[config.mk]
export PLATFORM = sky130hd
export DESIGN_NAME = periph_bus_initiator
export DESIGN_NICKNAME = d
export VERILOG_FILES = /design/src/rtl/periph_bus_initiator.sv
export SDC_FILE = /design/constraint.sdc
export NUM_CORES = 1
export LEC_CHECK = 0
export BUFFER_PORTS_ARGS = -buffer_cell sky130_fd_sc_hd__buf_2
export CORE_MARGIN = 10
export CORE_UTILIZATION = 52
export CTS_BUF_LIST = sky130_fd_sc_hd__clkbuf_4 sky130_fd_sc_hd__clkbuf_8 sky130_fd_sc_hd__clkbuf_16
export DETAILED_ROUTE_END_ITERATION = 8
export PLACE_DENSITY = 0.84
export SLEW_MARGIN = 25
export SYNTH_ARGS = -nofsm -noshare
export SYNTH_HDL_FRONTEND = slang
export SYNTH_SLANG_ARGS = --single-unit
[constraint.sdc]
create_clock -name clk -period 4 [get_ports clk]
set_input_delay 0.2 -clock clk [delete_from_list [all_inputs] [get_ports clk]]
set_output_delay 0.2 -clock clk [all_outputs]
set_load 0.005 [all_outputs]
[src/rtl/periph_bus_initiator.sv]
// periph_bus_initiator: takes one CPU request at a time, runs it as a single
// peripheral bus transaction and hands back a write ack or the read data.
module periph_bus_initiator #(
  parameter int READ_LATENCY = 1
) (
  input  logic       clk,
  input  logic       reset,
  input  logic       req_valid,
  output logic       req_ready,
  input  logic       req_write,
  input  logic [3:0] req_addr,
  input  logic [7:0] req_wdata,
  output logic       resp_valid,
  input  logic       resp_ready,
  output logic       resp_write,
  output logic [7:0] resp_rdata,
  output logic [3:0] periph_address,
  output logic [7:0] periph_din,
  output logic       periph_writeEnable,
  input  logic [7:0] periph_dout
);

  typedef enum logic [1:0] {
    IDLE  = 2'd0,
    WRITE = 2'd1,
    READ  = 2'd2,
    RESP  = 2'd3
  } state_t;

  // Counter reload: READ lasts READ_LATENCY cycles, ending on the cycle where
  // the counter reads zero.
  localparam logic [3:0] LAT_M1 = 4'(READ_LATENCY - 1);

  state_t     state, state_nxt;
  logic [3:0] cnt;
  logic       req_hs;
  logic       cnt_zero;

  assign req_hs   = req_valid && req_ready;
  assign cnt_zero = (cnt == 4'd0);

  // State register; reset aborts any in-flight transaction.
  always_ff @(posedge clk) begin
    if (reset) state <= IDLE;
    else       state <= state_nxt;
  end

  // Next-state and handshake outputs.
  always_comb begin
    state_nxt  = state;
    req_ready  = 1'b0;
    resp_valid = 1'b0;
    case (state)
      IDLE: begin
        req_ready = !reset;
        if (req_hs) state_nxt = req_write ? WRITE : READ;
      end
      WRITE: state_nxt = RESP;
      READ:  if (cnt_zero) state_nxt = RESP;
      RESP: begin
        resp_valid = 1'b1;
        if (resp_ready) state_nxt = IDLE;
      end
      default: state_nxt = IDLE;
    endcase
  end

  // Bus drive and response registers. Bus lines are loaded on acceptance so
  // they are valid during WRITE/READ and simply hold afterwards; din only
  // moves on writes so a read never disturbs it.
  always_ff @(posedge clk) begin
    if (reset) begin
      periph_address     <= 4'd0;
      periph_din         <= 8'd0;
      periph_writeEnable <= 1'b0;
      resp_write         <= 1'b0;
      resp_rdata         <= 8'd0;
      cnt                <= 4'd0;
    end else begin
      periph_writeEnable <= 1'b0;
      case (state)
        IDLE: begin
          if (req_hs) begin
            periph_address <= req_addr;
            if (req_write) begin
              periph_din         <= req_wdata;
              periph_writeEnable <= 1'b1;
              resp_write         <= 1'b1;
              resp_rdata         <= 8'd0;
            end else begin
              resp_write <= 1'b0;
              cnt        <= LAT_M1;
            end
          end
        end
        READ: begin
          if (cnt_zero) resp_rdata <= periph_dout;
          else          cnt        <= cnt - 4'd1;
        end
        default: ;
      endcase
    end
  end

endmodule

==> impl_results.md, run 1 <==
- Status: complete, no violations
- Initial antenna violation count: 0
- Slew HR: 0.598
- Final min period: 2.42 ns
- Fin nets: 228
- CTS sink cnt: 28
- ANT cells: 0
- Met3 Usage GRT: 0.0395
- Setup-failing EPs final: 0
- Met1 usage: 0.127
- Clk slew on worst S/H paths: 0.15 ns
- Core area: 2450 um2
- Die Width: 70.3 um
- # IOs: 49
- Period utilisation layout: 0.606
- Critical path capture point type: flop
- CTS H-tree depth: 1
- CP Max Fanout: 15
- Router iterations before antenna repair: 4
- Fmax: 413 MHz
- Vias in the first global route: 1,262
- Met2 Use GR: 0.239
- Syn Area/Cell: 8.66 um2
- Final core utilization: 0.660
- First-pass GRT wire length: 5390 um
- Worst endpoint required time: 4.28 ns
- Worst-case vdd ir drop: 0.000287 V
- Syn Nets: 182
- Syn Inst Count: 152
- # rows: 18
- Initial DRC count: 61
- Clk root buf: clkbuf_4
- CTS tree: done
- Largest net degree at the start of global routing: 45
- Post-Route WL: 3220 um
- IO Port Bufs: 48
- Vias: 1,216
- Max-slew violation count: 0
- Unrepaired setup endpoints after global routing: no
- Critical path class: reg2reg
- Vias per cell: 5.36
- DR WL/cell: 14.2 um
- Pleak: 0.724 nW
- # hold bufs at CTS: 0
- CTS buffer count: 3
- Cells resized by post-CTS repair: 0
- Final Hold Fails: 0
- Worst Clk Skew: 0.00345 ns
- All-Layer GR Usage: 0.127
- Max_cap viols: 0
- Worst Hold Class: in2reg
- GRT busiest layer: met2
- FILL cells: 218
- Initial core utilization: 0.536
- Post-CTS setup buffers: 0
- DPL Wire Length: 2490 um
- Mapped Area: 1320 um2
- Total gr overflow: 0
- Setup crit start kind: flop
- CP arrival: 2.70 ns
- Clk buf depth: 2
- #FFs+latches synth: 28
- Setup tns final: 0 ns
- Commonest non-fill, non-tap cell in the layout: buf_2
- RePlAce Congestion: 0.787
- Die Y: 70.3 um
- Yosys warning count: 0
- ANT nets after route: 0
- Unique masters post-synth: 30
- Most frequent cells in the layout: 49 x buf_2, 28 x dfxtp_1, 27 x nand2_1
- Die Area: 4940 um2
- Clock Latency Late Sink: 0.34 ns
- Residual DRC count: 0
- PwrDens: 420 nW/um2
- Register area share after synthesis: 0.426
- P&R area growth vs syn: 23.0%
- Layout cells sized above 1: 0.299
- Measured slew at the worst slew-check pin: 0.603 ns
## kinds of logic after synthesis
logic type | count (synthesis) | share of synthesized area
and+or+nand+nor | 69 | 0.290
AOI/OAI and AO/OA | 25 | 0.114
DFF | 28 | 0.426
adders and majority gates | 5 | 0.0475
buffers and inverters | 15 | 0.0447
muxes | 10 | 0.0779
## area by class of cell
class	count	area, um2	share of cell area
multi-input cells	109	697	0.430
flip-flops and latches	28	561	0.346
repair buffers	49	245	0.151
well taps	30	37.5	0.0232
clock inverters	1	30.0	0.0185
inverters	7	26.3	0.0162
clock buffers	3	22.5	0.0139
## metrics by stage
stage               hold slack (ns)  total power, mW  std cells  area, um2  setup WS [ns]
CTS                          0.0674            0.686        226       1610           1.41
global placement              0.442            0.489        222       1560           1.63
finish                       0.0782            0.681        227       1620           1.58
detailed placement            0.448            0.498        222       1560           1.44
global route                 0.0786            0.718        227       1620           1.29
floorplan                     0.336            0.445        152       1320           2.19
## sequential cells by signal, indices dropped and copies added, names as in the netlist
name and flops:
periph_writeEnable 1, cnt 4, periph_din 8, resp_write 1, state 2, periph_address 4, resp_rdata 8
## metal layers
layer | share of wire | up-vias
li1 | - | 605
met1 | 0.43 | 573
met2 | 0.49 | 33
met3 | 0.058 | 5
met4 | 0.015 | 0
met5 | 0 | -
## power breakdown
group,total [mW],internal [mW],leakage [nW],switching (mW)
sequential,0.310,0.300,0.227,0.0107
combinational,0.182,0.0799,0.469,0.102
clock,0.189,0.102,0.0279,0.0872
## cell usage after synthesis, drive strengths merged
library cell,instances,share of area
dfxtp,28,0.43
nand2,27,0.077
a21oi,17,0.065
nand2b,14,0.067
mux2i,8,0.061
clkbuf,6,0.017
inv,6,0.017
nand3b,6,0.034
ha,5,0.048
nand3,5,0.019
nor2,4,0.011
o32ai,3,0.020
a22oi,2,0.011
buf,2,0.0076
mux2,2,0.017
nor2b,2,0.0095
or2,2,0.0095
a222oi,1,0.0076
and2,1,0.0048
and3b,1,0.0067
and4bb,1,0.0095
clkinv,1,0.0028
nand4b,1,0.0067
nand4bb,1,0.0086
o211ai,1,0.0057
o22ai,1,0.0048
or2b,1,0.0057
or3,1,0.0048
or3b,1,0.0086
or4b,1,0.0076
## worst paths after layout
| kind | start | end | slack [ns] | depth (start not counted) |
|---|---|---|---|---|
| max | state[0] | resp_rdata[5] | 1.58 | 6 |
| min | req_wdata[3] | periph_din[3] | 0.08 | 3 |
| max reg2reg | state[0] | resp_rdata[5] | 1.58 | 6 |
| min reg2reg | periph_address[3] | periph_address[3] | 0.47 | 2 |
## critical path, cell delays in order, from the launching register on
cell and delay (ns):
dfxtp_1 0.34, inv_1 0.10, ha_1 0.44, nand4b_1 0.44
a22oi_1 0.54, buf_2 0.29, mux2i_1 0.21
Note: power is estimated with default switching activity, not from simulation.
==> inputs of run 2 (changes only) <==
--- a/config.mk
+++ b/config.mk
@@ -6,11 +6,12 @@
 export NUM_CORES = 1
 export LEC_CHECK = 0
 export BUFFER_PORTS_ARGS = -buffer_cell sky130_fd_sc_hd__buf_2
+export CORE_ASPECT_RATIO = 0.5
 export CORE_MARGIN = 10
-export CORE_UTILIZATION = 52
+export CORE_UTILIZATION = 48
 export CTS_BUF_LIST = sky130_fd_sc_hd__clkbuf_4 sky130_fd_sc_hd__clkbuf_8 sky130_fd_sc_hd__clkbuf_16
 export DETAILED_ROUTE_END_ITERATION = 8
-export PLACE_DENSITY = 0.84
+export PLACE_DENSITY = 0.78
 export SLEW_MARGIN = 25
 export SYNTH_ARGS = -nofsm -noshare
 export SYNTH_HDL_FRONTEND = slang
==> constraint.sdc (replaced) <==
create_clock -name clk -period 2.5 [get_ports clk]
set_input_delay 0.125 -clock clk [delete_from_list [all_inputs] [get_ports clk]]
set_output_delay 0.125 -clock clk [all_outputs]
set_load 0.005 [all_outputs]
==> run 2 against run 1 <==
Against the previous run:
- setup slack got worse by 1.1 ns
- clock power increased by 88%
- non-clock buffer count increased by 1
- sequential share of layout area decreased by 0.78 points
- total power increased by 69%
- critical path depth decreased by 1
- clock skew increased by 0.0034 ns
- utilization decreased by 2.3 points
==> impl_results.md, run 2 (synthesis gave the netlist of run 1 again) <==
- Measured slew at the worst slew-check pin: 0.621 ns (+0.0181 ns)
- Critical path capture point type: flop
- DR WL/cell: 13.3 um (-6.3%)
- Residual DRC count: 0 (unchanged)
- Worst Hold Class: in2reg
- Setup tns final: 0 ns (unchanged)
- Vias in the first global route: 1,238 (-1.9%)
- CP Max Fanout: 4 (-11)
- Status: complete, no violations
- Fmax: 503 MHz (+22%)
- RePlAce Congestion: 0.726 (-7.7%)
- CTS buffer count: 3 (unchanged)
- Setup-failing EPs final: 0 (unchanged)
- Final min period: 1.99 ns (-0.436 ns)
- P&R area growth vs syn: 25.9%
- Setup crit start kind: flop
- # hold bufs at CTS: 0 (unchanged)
- Worst Clk Skew: 0.00682 ns (+0.00337 ns)
- Unrepaired setup endpoints after global routing: no
- Initial antenna violation count: 0 (unchanged)
- Router iterations before antenna repair: 4 (unchanged)
- Most frequent cells in the layout: 48 x buf_2, 28 x dfxtp_1, 27 x nand2_1
- Initial core utilization: 0.506 (-0.0304)
- Worst setup margin: 0.513 ns (-1.06 ns)
- Layout cells sized above 1: 0.303 (+0.00354)
- Post-Route WL: 3120 um (-3.0%)
- Top flop regs: periph_din x8, resp_rdata x8
- Crit path max-delay cell type: a222oi_1
- CTS tree: done
- Worst endpoint required time: 2.68 ns (-1.60 ns)
- R2r worst-path depth: 5 (-1)
- CTS sink cnt: 28 (unchanged)
- # IOs: 49 (unchanged)
- Commonest non-fill, non-tap cell in the layout: buf_2
- Die Y: 57.0 um (-19%)
- Critical path class: reg2reg
- Max-slew violation count: 0 (unchanged)
- Crit-path cells: inv_1, ha_1, or3b_4, a222oi_1, mux2_2
- Cells resized by post-CTS repair: 0 (unchanged)
- PwrDens: 692 nW/um2 (+65%)
- DPL Wire Length: 2360 um (-5.2%)
- DP Worst Slack: 0.522 ns (-0.922 ns)
- Final Hold Fails: 0 (unchanged)
- Max_cap viols: 0 (unchanged)
- Hold path cells: 3 (unchanged)
- First-pass GRT wire length: 5500 um (+2.1%)
- Period utilisation layout: 0.795 (+0.189)
- Finished Cell Area: 1660 um2 (+2.3%)
- Critical path's largest stage delay: 0.47 ns (-0.07 ns)
- Clk root buf: clkbuf_8
- Clk buf depth: 2 (unchanged)
- Post-CTS setup buffers: 0 (unchanged)
- Clock Latency Late Sink: 0.27 ns (-0.07 ns)
- ANT nets after route: 0 (unchanged)
- CP arrival: 2.16 ns (-0.54 ns)
- Vias: 1,178 (-3.1%)
- All-Layer GR Usage: 0.121 (-0.00615)
- IO Port Bufs: 48 (unchanged)
- CTS H-tree depth: 1 (unchanged)
- Clk slew on worst S/H paths: 0.10 ns (-0.05 ns)
- Worst-case vdd ir drop: 0.000382 V (+33%)
- Slew HR: 0.586 (-0.0121)
- Initial DRC count: 99 (+62%)
- Core area: 2600 um2 (+6.0%)
- # rows: 13 (-5)
- Placed Area: 1590 um2 (+1.5%)
- Largest net degree at the start of global routing: 45 (unchanged)
- Die Width: 94.1 um (+34%)
- ANT cells: 0 (unchanged)
- Fin nets: 229 (+0.44%)
- Vias per cell: 5.01 (-6.4%)
- Die Area: 5360 um2 (+8.5%)
- Pleak: 0.736 nW (+1.7%)
- Total gr overflow: 0 (unchanged)
run 2: cell count changes in the layout (fill, tap and decap cells not counted):
cell / change
buf_4: +2
clkbuf_8: +3
buf_2: -1
clkbuf_4: -3
run 2: worst paths after layout:
kind	to	start	slack (ns)
max	state[0]	cnt[0]	0.51
min	periph_din[6]	req_wdata[6]	0.07
max reg2reg	state[0]	cnt[0]	0.51
min reg2reg	periph_din[7]	periph_din[7]	0.46
run 2: layout make-up:
type	count	area, um2
inverters	7	26.3
fillers	239	946
well taps	37	46.3
repair buffers	50	255
clock buffers	3	41.3
multi-input cells	109	697
clock inverters	1	30.0
flip-flops and latches	28	561
run 2: per-stage QoR:
stage | instances | utilization | hold WS, ns | power [mW]
floorplan | 152 | - | 0.261 | 0.712
global placement | 231 | 0.609 | 0.366 | 0.797
detailed placement | 231 | 0.609 | 0.370 | 0.806
CTS | 235 | 0.637 | 0.0689 | 1.16
global route | 235 | 0.637 | 0.0692 | 1.22
finish | 235 | 0.637 | 0.0730 | 1.15
run 2: routing by layer:
layer | vias to the layer above | track usage | wire [um]
li1 | 606 | - | -
met1 | 532 | 0.132 | 1330
met2 | 38 | 0.216 | 1480
met3 | 2 | 0.0522 | 290
met4 | 0 | 0.0237 | 22
met5 | - | 0 | 0
run 2: worst max-delay path: cells and delay by family, from the launching register on:
family | cells | cell delay [ns]
compound gates | 1 | 0.47
fa+ha+maj | 1 | 0.19
flops | 1 | 0.34
mux | 1 | 0.38
buf+inv | 1 | 0.10
simple gates | 1 | 0.41
run 2: where the power goes:
group	internal, mW	total (mW)	switching, mW
sequential	0.479	0.495	0.0160
clock	0.214	0.355	0.141
combinational	0.131	0.297	0.166
